## config.mk

```make
export PLATFORM = sky130hd
export DESIGN_NAME = div_unit
export DESIGN_NICKNAME = d
export VERILOG_FILES = /design/src/rtl/div_unit_pkg.sv /design/src/rtl/div_unit_step.sv /design/src/rtl/div_unit.sv
export SDC_FILE = /design/constraint.sdc
export NUM_CORES = 1
export LEC_CHECK = 0
export CAP_MARGIN = 20
export CORE_AREA = 5 5 149 165
export CTS_CLUSTER_SIZE = 8
export DETAILED_ROUTE_END_ITERATION = 8
export DIE_AREA = 0 0 154 170
export MAX_ROUTING_LAYER = met4
export PLACE_DENSITY = 0.75
export SLEW_MARGIN = 40
export SYNTH_ARGS = -nofsm -noshare
export SYNTH_HDL_FRONTEND = slang
export SYNTH_SLANG_ARGS = --single-unit
```

## constraint.sdc

```tcl
create_clock -name clk -period 3.1 [get_ports clk]
set_clock_uncertainty 0.15 [all_clocks]
set_input_delay 0.775 -clock clk [delete_from_list [all_inputs] [get_ports clk]]
set_output_delay 0.775 -clock clk [all_outputs]
set_load 0.01 [all_outputs]
```

## src/rtl/div_unit_pkg.sv

```systemverilog
// Shared definitions for the multicycle signed divider: state encoding,
// default datapath width and the most-negative operand value.
package div_unit_pkg;

    localparam int DIV_WIDTH = 32;

    localparam logic [DIV_WIDTH-1:0] MIN_NEG = {1'b1, {(DIV_WIDTH-1){1'b0}}};

    typedef enum logic [1:0] {
        DIV_IDLE = 2'd0,
        DIV_CALC = 2'd1,
        DIV_SIGN = 2'd2,
        DIV_DONE = 2'd3
    } div_state_e;

endpackage

```

## src/rtl/div_unit_step.sv

```systemverilog
// One combinational restoring-division iteration: shift {rem,quo} left,
// trial-subtract the divisor, keep the difference when it is non-negative.
module div_step
    import div_unit_pkg::*;
#(
    parameter int WIDTH = DIV_WIDTH
) (
    input  logic [WIDTH:0]   rem,
    input  logic [WIDTH-1:0] quo,
    input  logic [WIDTH-1:0] divisor,
    output logic [WIDTH:0]   rem_next,
    output logic [WIDTH-1:0] quo_next
);

    logic [WIDTH+1:0] shifted;
    logic [WIDTH+1:0] trial;

    // One guard bit above the partial remainder makes the trial sign a plain MSB test.
    always_comb begin
        shifted  = {rem, quo[WIDTH-1]};
        trial    = shifted - {2'b00, divisor};
        rem_next = shifted[WIDTH:0];
        quo_next = {quo[WIDTH-2:0], 1'b0};
        if (!trial[WIDTH+1]) begin
            rem_next = trial[WIDTH:0];
            quo_next = {quo[WIDTH-2:0], 1'b1};
        end
    end

endmodule

```

## src/rtl/div_unit.sv

```systemverilog
// Multicycle signed divider (DIV/DIVM): magnitudes are divided one quotient
// bit per clock, then signs are fixed up (quotient truncates, rem follows dividend).
module div_unit
    import div_unit_pkg::*;
#(
    parameter int WIDTH = DIV_WIDTH,
    parameter int CNT_W = 6
) (
    input  logic             clk,
    input  logic             reset,
    input  logic             start,
    input  logic [WIDTH-1:0] dividend,
    input  logic [WIDTH-1:0] divisor,
    output logic [WIDTH-1:0] hi,
    output logic [WIDTH-1:0] lo,
    output logic             busy,
    output logic             done,
    output logic             div_zero
);

    div_state_e       state_q, state_d;
    logic [WIDTH:0]   rem_q, rem_d;
    logic [WIDTH-1:0] quo_q, quo_d;
    logic [WIDTH-1:0] dvs_q, dvs_d;
    logic [CNT_W-1:0] cnt_q, cnt_d;
    logic             neg_quo_q, neg_quo_d;
    logic             neg_rem_q, neg_rem_d;
    logic [WIDTH-1:0] hi_q, hi_d;
    logic [WIDTH-1:0] lo_q, lo_d;
    logic             busy_q, busy_d;
    logic             done_q, done_d;
    logic             div_zero_q, div_zero_d;

    logic [WIDTH:0]   step_rem;
    logic [WIDTH-1:0] step_quo;

    logic signed [WIDTH-1:0] dividend_s;
    logic signed [WIDTH-1:0] divisor_s;

    assign dividend_s = dividend;
    assign divisor_s  = divisor;

    // MIN_NEG has no positive twin; its bit pattern read unsigned is already 2^(WIDTH-1).
    function automatic logic [WIDTH-1:0] mag(input logic signed [WIDTH-1:0] v);
        return (v[WIDTH-1] && (v != WIDTH'(MIN_NEG))) ? -v : v;
    endfunction

    div_step #(.WIDTH(WIDTH)) u_step (
        .rem      (rem_q),
        .quo      (quo_q),
        .divisor  (dvs_q),
        .rem_next (step_rem),
        .quo_next (step_quo)
    );

    always_comb begin
        state_d    = state_q;
        rem_d      = rem_q;
        quo_d      = quo_q;
        dvs_d      = dvs_q;
        cnt_d      = cnt_q;
        neg_quo_d  = neg_quo_q;
        neg_rem_d  = neg_rem_q;
        hi_d       = hi_q;
        lo_d       = lo_q;
        busy_d     = busy_q;
        done_d     = 1'b0;
        div_zero_d = 1'b0;

        unique case (state_q)
            DIV_IDLE: begin
                if (start) begin
                    if (divisor == '0) begin
                        done_d     = 1'b1;
                        div_zero_d = 1'b1;
                        state_d    = DIV_DONE;
                    end else begin
                        quo_d     = mag(dividend_s);
                        dvs_d     = mag(divisor_s);
                        neg_quo_d = dividend_s[WIDTH-1] ^ divisor_s[WIDTH-1];
                        neg_rem_d = dividend_s[WIDTH-1];
                        rem_d     = '0;
                        cnt_d     = '0;
                        busy_d    = 1'b1;
                        state_d   = DIV_CALC;
                    end
                end
            end
            DIV_CALC: begin
                rem_d = step_rem;
                quo_d = step_quo;
                cnt_d = cnt_q + 1'b1;
                if (cnt_q == CNT_W'(WIDTH-1)) begin
                    state_d = DIV_SIGN;
                end
            end
            DIV_SIGN: begin
                lo_d    = neg_quo_q ? -quo_q : quo_q;
                hi_d    = neg_rem_q ? -rem_q[WIDTH-1:0] : rem_q[WIDTH-1:0];
                busy_d  = 1'b0;
                done_d  = 1'b1;
                state_d = DIV_DONE;
            end
            DIV_DONE: begin
                state_d = DIV_IDLE;
            end
            default: begin
                state_d = DIV_IDLE;
            end
        endcase
    end

    always_ff @(posedge clk) begin
        if (reset) begin
            state_q    <= DIV_IDLE;
            rem_q      <= '0;
            quo_q      <= '0;
            dvs_q      <= '0;
            cnt_q      <= '0;
            neg_quo_q  <= 1'b0;
            neg_rem_q  <= 1'b0;
            hi_q       <= '0;
            lo_q       <= '0;
            busy_q     <= 1'b0;
            done_q     <= 1'b0;
            div_zero_q <= 1'b0;
        end else begin
            state_q    <= state_d;
            rem_q      <= rem_d;
            quo_q      <= quo_d;
            dvs_q      <= dvs_d;
            cnt_q      <= cnt_d;
            neg_quo_q  <= neg_quo_d;
            neg_rem_q  <= neg_rem_d;
            hi_q       <= hi_d;
            lo_q       <= lo_d;
            busy_q     <= busy_d;
            done_q     <= done_d;
            div_zero_q <= div_zero_d;
        end
    end

    assign hi       = hi_q;
    assign lo       = lo_q;
    assign busy     = busy_q;
    assign done     = done_q;
    assign div_zero = div_zero_q;

endmodule
```

# Yosys cells after proc, flatten, opt, wreduce, memory -nomap -nowiden
# Index checks and enable logic that the tools add are counted.
[classes]
add_sub_neg = 6
n_eq_ne = 9
muxes = 25
bitwise = 3
n_reduce_logical = 11
[op_table]
columns = ["cell", "n"]
rows = [
  ["$mux W32", 6],
  ["$neg A32 Y32", 4],
  ["$mux W33", 3],
  ["$pmux W33 S2", 1],
  ["$ne A32 B32 Y1 const B", 2],
  ["$pmux W32 S2", 1],
  ["$sub A34 B32 Y34", 1],
  ["$logic_not A32 Y1", 1],
  ["$mux W6", 2],
  ["$pmux W6 S2", 1],
  ["$reduce_and A3 Y1", 3],
  ["$pmux W2 S4", 1],
  ["$add A6 B1 Y6 const B", 1],
  ["$eq A6 B5 Y1 const B", 1],
  ["$mux W2", 3],
  ["$ne A2 B2 Y1 const B", 3],
  ["$mux W1", 5],
  ["$eq A2 B2 Y1 const B", 2],
  ["$pmux W1 S2", 2],
  ["$reduce_bool A2 Y1", 2],
  ["$eq A2 B1 Y1 const B", 1],
  ["$logic_and A1 B1 Y1", 2],
  ["$logic_not A2 Y1", 1],
  ["$not A1 Y1", 2],
  ["other kinds (3)", 3],
]
[word_totals]
regBits = 174
in_bits = 67
output_inout_bits = 67
wordCells = 66

# Depth between registers and ports, before layout
# Gate-level depths: netlist of run 1.
[logic_depth]
depth_word = 6
ltp_mapped = 13

# Hierarchy
# Synthesis of run 1 repeated with hierarchy kept, for this count alone.
[hier_totals]
hier_cells = 1509
hier_area_um2 = 11766.3
[modules_own_cells]
columns = ["module", "instances", "cells_per_inst", "area_per_inst_um2"]
rows = [
  ["div_unit", 1, 1150, 9362.7],
  ["div_step", 1, 359, 2403.6],
]

# Worst setup path after synthesis of run 1
# No wires, ideal clock.
[synth_path]
path_type = "input to register"
from = "in dividend[14]"
to = "reg quo_q[25]"
arrival_ns = 3.025
t_required_ns = 2.822
path_slack_ns = -0.203
stages = 8
cell_sequence = "or4_4 > or4_1 > nor4_4 > or4b_4 > o21ai_2 > xnor2_1 > a221oi_2 > nor2_1"
[synth_via]
elab_chain_cells = 6
word_cells_on_any_way = 7
cone_classes = "1 x add/sub; 1 x eq/ne; 4 x mux; 1 x reduce/logical"
[synth_lines]
columns = ["item", "line", "text"]
rows = [
  ["from (decl)", "div_unit.sv:12", "input logic [WIDTH-1:0] dividend,"],
  ["branches (longest 2 deep; another with $neg A32 Y32)", "--", ""],
  ["$mux W32 (*)", "div_unit.sv:45", "return (v[WIDTH-1] && (v != WIDTH'(MIN_NEG))) ? -v : v;"],
  ["$mux W32 (*)", "div_unit.sv:73", "if (divisor == '0) begin"],
  ["$mux W32 (*)", "div_unit.sv:72", "if (start) begin"],
  ["$pmux W32 S2 (*)", "div_unit.sv:70", "unique case (state_q)"],
  ["to (signal assigned)", "div_unit.sv:130", "quo_q <= quo_d;"],
  ["to (decl)", "div_unit.sv:23", "logic [WIDTH-1:0] quo_q, quo_d;"],
]
# Every way passes the cells marked *. The select of a mux whose other input is x is not followed.
# A chain may end at the register's enable or synchronous reset.

# Final worst setup path of run 1
[layout_path]
from = "in dividend[7]"
to = "reg quo_q[27]"
# Same word-level chain as after synthesis.

==> flow_summary.toml, run 1 <==
[grt]
overflow = 0
grt_pass1_wl_mm = 55.4
grt_max_degree = 69
track_usage_pct = 26.0
first_global_vias = 11200
grt_antenna_before_repair = 0

[critical_path]
cp_max_fo = 4
end_kind = "flip-flop"
required_ns = 3.26
r2r_slack_ns = 0.07
start_kind = "input pin"
r2r_cells = 13
worstSetupPathType = "in2reg"
cp.arrival_ns = 3.26
r2r_end = "rem_q[0]$_SDFFE_PP0P_"
worstReg2RegStart = "dvs_q[1]$_SDFFE_PP0P_"

[cells_and_area]
fillers = 1825
drive_gt1_share_pct = 20.5
finish.instance_area_sq_mm = 0.0156
area_growth_pct = 39.3
diodes = 0
final_nets = 1854

[job]
drv_cap = 0

[timing]
period_needed_ns = 3.10
setup_viol = 0
slew_headroom_pct = 51.2
report.final.hold_viol_count = 0
holdWs_ns = 0.317
fmax_mhz = 323
tightest_slew_ns = 0.732
drv_slew = 0
fin_crit_sh_pct = 99.9

[logic_synthesis]
yosysTopAreaCell = "dfxtp_1"
netlist_area_sq_mm = 0.0112
synth-edff-count = 0
synthArstFlopShare_pct = 0
synthSimpleGateAreaFrac_pct = 21.4
synth_top_family_by_area = "compound AO/OA/AOI/OAI gates"
ys_ff_latch = 174
yosys_warnings = 0
muxShareOfSynthArea_pct = 0.983
synth_nets = 1554
ys_types = 72
synthTopCellsByArea = "dfxtp_1 31%, xor2_1 7.0%, a211oi_1 6.0%, nand2_1 5.3%, nor2_1 5.3%"
synth-xor-area-share_pct = 11.3
synth_area_per_cell_sq_um = 7.75
synth_compound_area_share_pct = 25.4
syn-instance-count = 1446
synth_fa_ha_area_share_pct = 4.65
synth_top_area_share_pct = 31.1
seq_area_frac_synth_pct = 31.1
synth_ff_type = "dfxtp_1"

[status]
status = "completed"

[floorplanning]
rows = 58
io_pins = 134
die_x_um = 154
fp.coreArea_sq_mm = 0.0226
dieArea_sq_mm = 0.0262
die_height_um = 170
initial_core_util_pct = 49.5

[placement]
port_buffers = 133
dp.final_hpwl_mm = 26.2
globalplace.congestion = 0.967
placed_area_sq_mm = 0.0145

[clock_tree]
cts_tree = "done"
path_clk_slew_ns = 0.07
cts.htree.levels = 4
clk_latency_ns = 0.44
clk_path_buf_depth = 2
hold_buffers = 0
cts-root-buf = "clkbuf_16"
cts_buffers = 17
cts_sinks = 174

[detailed_routing]
num_vias = 12000
detail_route.wl_per_cell_um = 16.9
routed_via_density = 5.82
ant_nets = 0
drt-initial-drc-count = 1112
totalWireLength_mm = 34.7
drt-pass1-iter-count = 6
drc = 0

[power_and_ir_drop]
ir_worst_vdd_v = 0.000476
p_leak_nw = 6.20
power_density_mw_per_mm2 = 801

[worst_hold_path]
hold_path.class = "reg2reg"
min_from = "dvs_q[31]$_SDFFE_PP0P_"
min_delay_path_depth = 2
whs_endpoint = "dvs_q[31]$_SDFFE_PP0P_"
[flip-flops by register name (all words and copies together) (netlist names)]
signal,flops
busy,1
cnt_q,6
neg_rem_q,1
hi,32
done,1
neg_quo_q,1
state_q,2
lo,32
dvs_q,32
div_zero,1
rem_q,33
quo_q,32
[cell usage after synthesis, types with 5 or more instances]
master and n:
o21ai_0 63, a21oi_1 83, a22o_1 6, o22ai_1 12, a221o_1 9, and3_1 8
clkbuf_1 90, or3_1 12, nor2b_1 9, o31ai_1 33, nand4_1 31, nand3_1 28
nor3_1 32, a21o_1 5, mux2i_1 11, o211ai_1 41, o21a_1 8, xor2_1 90
inv_1 61, nand3b_1 6, a31oi_1 8, nand2b_1 13, and2_1 5, a211oi_1 89
nor4_1 15, ha_1 40, xnor2_1 54, or4_1 14, o41ai_1 17, dfxtp_1 174
nor2_1 157, nand2_1 157
[where the power goes]
| group | switching, mW | internal [mW] | total, mW |
|---|---|---|---|
| combinational | 3.74 | 3.16 | 6.90 |
| sequential | 0.511 | 2.84 | 3.35 |
| clock | 0.942 | 1.32 | 2.26 |
| total | 5.19 | 7.31 | 12.5 |
[cells by family (layout without fill, tap and decap cells)]
| logic type | count (synthesis) | in the layout |
|---|---|---|
| adders and majority gates | 41 | 41 |
| buffers and inverters | 156 | 468 |
| and+or+nand+nor | 506 | 506 |
| AOI/OAI and AO/OA | 414 | 414 |
| DFF | 174 | 174 |
| muxes | 11 | 11 |
| xor gates and xnor gates | 144 | 144 |
[final cells by class]
| cell class | instances | area (sq um) | area share, % |
|---|---|---|---|
| Timing Repair Buffer | 375 | 3350 | 21.5 |
| Clock inverter | 12 | 160 | 1.03 |
| Clock buffer | 19 | 453 | 2.90 |
| Sequential cell | 174 | 3490 | 22.4 |
| Multi-Input combinational cell | 1116 | 7540 | 48.3 |
| Tap cell | 300 | 375 | 2.41 |
| Inverter | 62 | 233 | 1.49 |
[worst max path at each step]
stage,from,end,slack (ns),cells past startpoint
2_1_floorplan,dividend[14],quo_q[25]$_SDFFE_PP0P_,-0.19,8
5_1_grt,rem_q[18]$_SDFFE_PP0P_,rem_q[28]$_SDFFE_PP0P_,-0.02,12
3_5_place_dp,dividend[14],quo_q[25]$_SDFFE_PP0P_,-0.66,9
6_report,dividend[7],quo_q[27]$_SDFFE_PP0P_,0.003,8
3_3_place_gp,dividend[14],quo_q[25]$_SDFFE_PP0P_,-0.60,9
4_1_cts,dividend[15],quo_q[11]$_SDFFE_PP0P_,-0.05,11
[placed cells by master (no fill, tap or decap), types with 16 or more instances in the layout]
cell type / count
a211oi_1: 89
a21oi_1: 75
buf_4: 226
clkbuf_16: 17
clkdlybuf4s50_1: 119
dfxtp_1: 169
ha_1: 34
inv_1: 59
nand2_1: 157
nand3_1: 27
nand4_1: 31
nor2_1: 153
nor3_1: 29
o211ai_1: 41
o21ai_0: 57
o31ai_1: 28
o41ai_1: 16
xnor2_1: 54
xor2_1: 90
[layer usage]
layer	wire length (um)	GRT usage, %	part of all wire [%]	up-vias
met5	0	-	0	-
met3	2060	3.20	5.9	57
met2	16300	42.1	47	486
met1	15600	34.0	45	5556
li1	-	-	-	5873
met4	690	8.10	2.0	0
[stage by stage]
| stage | setup slack, ns | setup TNS, ns | std cells | total power [mW] | utilization [%] |
|---|---|---|---|---|---|
| final | 0.00266 | 0 | 2058 | 12.5 | 68.9 |
| after global routing | -0.0186 | -0.0708 | 2058 | 13.3 | 68.9 |
| after CTS | -0.0461 | -0.0628 | 2055 | 12.2 | 67.4 |
| after detailed placement | -0.665 | -38.83 | 2016 | 9.87 | 63.9 |
| after global placement | -0.604 | -34.15 | 2016 | 9.75 | 63.9 |
| after floorplan | -0.185 | -0.856 | 1446 | 7.17 | - |
[repair_timing]
action,4_1_cts,5_1_grt
hold endpoints to repair,0,0
buffers inserted,6,3
resized for setup,37,77
cloned,2,0
pin swaps,15,24
endpoints found under the setup margin,47,81
[worst max-delay path: stages]
cell             delay, ns
clkdlybuf4s15_1       0.18
or4_4                 0.52
or3_4                 0.36
or2_1                 0.26
or4b_4                0.61
o41ai_4               0.24
xor2_1                0.20
o22ai_1               0.11
Power figures use the tool's default switching activity.
==> inputs of run 2 (changes only) <==
--- a/config.mk
+++ b/config.mk
@@ -6,12 +6,13 @@
 export NUM_CORES = 1
 export LEC_CHECK = 0
 export CAP_MARGIN = 20
-export CORE_AREA = 5 5 149 165
+export CORE_AREA = 5 5 159 176
 export CTS_CLUSTER_SIZE = 8
 export DETAILED_ROUTE_END_ITERATION = 8
-export DIE_AREA = 0 0 154 170
+export DIE_AREA = 0 0 164 181
+export GPL_TIMING_DRIVEN = 0
 export MAX_ROUTING_LAYER = met4
-export PLACE_DENSITY = 0.75
+export PLACE_DENSITY = 0.67
 export SLEW_MARGIN = 40
 export SYNTH_ARGS = -nofsm -noshare
 export SYNTH_HDL_FRONTEND = slang
==> constraint.sdc (replaced) <==
create_clock -name clk -period 3.1 [get_ports clk]
set_clock_uncertainty 0.15 [all_clocks]
set_input_delay 0.465 -clock clk [delete_from_list [all_inputs] [get_ports clk]]
set_output_delay 0.465 -clock clk [all_outputs]
set_load 0.01 [all_outputs]
==> run 2 against run 1 <==
  * Power shrank 2.4%
  * Die area grew 13%
  * Sequential cell count is the same
  * Fmax grew 1.6%
  * Via count shrank 4.4%
  * Core utilization shrank 13 points
  * Global-route usage shrank 0.48 points
  * Sequential share of layout area grew 1.7 points
  * Critical path type is now reg2reg
  * Highest routed layer unchanged
==> flow_summary.toml, run 2 (synthesis results as in run 1) <==
[detailed_routing]
totalWireLength_mm = 38.2
drt-pass1-iter-count = 5
num_vias = 11400
detail_route.wl_per_cell_um = 19.3
wl_met2_mm = 17.9
dr.max_layer_used = "met4"
ant_nets = 0
dr_wl_met3_mm = 2.23
routed_via_density = 5.77
drc = 0
drt-initial-drc-count = 1024
wirelength_met1_mm = 17.4

[clock_tree]
cts_tree = "done"
cts_sinks = 174
clk_latency_ns = 0.44
cts.htree.levels = 4
cts_buffers = 17
cts-root-buf = "clkbuf_16"
clk_path_buf_depth = 2
path_clk_slew_ns = 0.07
hold_buffers = 0

[critical_path]
worstSetupPathType = "reg2reg"
required_ns = 3.23
start_kind = "flip-flop"
cp_max_fo = 8
cp.arrival_ns = 3.18
end_kind = "flip-flop"

[placement]
dp.final_hpwl_mm = 28.7
pre_cts_ws_ns = -1.28
dp.cells = 1929
globalplace.congestion = 0.957
placed_area_sq_mm = 0.0130
port_buffers = 131

[worst_hold_path]
hold_path.class = "reg2reg"

[power_and_ir_drop]
ir_worst_vdd_v = 0.000429
power_density_mw_per_mm2 = 836
power_mw = 12.2
p_leak_nw = 5.23

[timing]
finalSetupTns_ns = 0
tightest_slew_ns = 0.834
report.final.hold_viol_count = 0
period_needed_ns = 3.05
drv_slew = 0
setup_viol = 0
fin_ws_ns = 0.0511
fmax_mhz = 328
slew_headroom_pct = 44.4
fin_crit_sh_pct = 98.4
holdWs_ns = 0.320

[floorplanning]
die_x_um = 164
rows = 62
fp.coreArea_sq_mm = 0.0259
io_pins = 134
initial_core_util_pct = 43.2
dieArea_sq_mm = 0.0297
die_height_um = 181

[cells_and_area]
largest_reg_flops = 33
drive_gt1_share_pct = 14.3
final_nets = 1726
diodes = 0
final_common_cell = "nand2_1"
final_cell_mix = "157 x nand2_1, 152 x nor2_1, 146 x dfxtp_1, 124 x clkdlybuf4s50_1, 90 x xor2_1"
finish.instance_area_sq_mm = 0.0146
multi_input_area_sq_mm = 0.00787
final_util_pct = 56.3
fin_cells = 1983
area_growth_pct = 30.2
max_flop_register = "rem_q"
seq_area_sq_mm = 0.00352
fillers = 2511

[grt]
grt_antenna_before_repair = 0
grt_max_degree = 17
track_usage_pct = 25.5
grt_pass1_wl_mm = 59.0
first_global_vias = 10600
overflow = 0

[status]
status = "completed"

[job]
drv_cap = 0
==> run 2: changes by cell type in the layout (fill, tap and decap cells not counted), sizes merged, moves of 2 or more <==
cell           delta
clkinv            -2
inv               +4
buf             -203
dlygate4sd2       +4
dlymetal6s2s      -5
clkbuf           +73
bufinv            -3
clkdlybuf4s50     +5
==> run 2: worst paths after layout <==
path	start	to	slack [ns]	depth (start not counted)
worst max-delay path	rem_q[18]$_SDFFE_PP0P_	hi[31]$_SDFFE_PP0P_	0.05	7
worst min-delay path	dvs_q[31]$_SDFFE_PP0P_	dvs_q[31]$_SDFFE_PP0P_	0.32	2
worst max register to register	rem_q[18]$_SDFFE_PP0P_	hi[31]$_SDFFE_PP0P_	0.05	7
worst min register to register	dvs_q[31]$_SDFFE_PP0P_	dvs_q[31]$_SDFFE_PP0P_	0.32	2
==> run 2: metal layers <==
metal / vias to the layer above / global-route usage, %
li1: 5611 / -
met1: 5381 / 34.9
met2: 391 / 40.4
met3: 62 / 2.58
met4: 0 / 6.58
met5: - / -
==> run 2: area by class of cell <==
cell class | instances | area share, %
flip-flops and latches | 174 | 24.1
multi-input cells | 1117 | 54.0
clock buffers | 20 | 3.20
well taps | 352 | 3.02
clock inverters | 12 | 0.678
repair buffers | 167 | 10.8
inverters | 62 | 1.60
plain buffers | 79 | 2.59
==> run 2: critical path, cell delays in order, from the launching register on <==
cell      delay, ns
dfxtp_2        0.39
or4_1          0.60
or4_1          0.44
or2_2          0.30
or3_4          0.41
o31ai_4        0.26
xor2_1         0.24
a211oi_1       0.10
==> run 2: timing repair <==
action | CTS | global route
setup endpoints to repair | 111 | 91
setup buffers | 11 | 23
gates resized for setup | 106 | 127
gates cloned | 3 | 0
pin swaps | 17 | 34
==> run 2: report_power, final <==
group          switching (mW)  internal, mW
Combinational            3.87          2.79
Clock                   0.994          1.11
Sequential              0.590          2.84
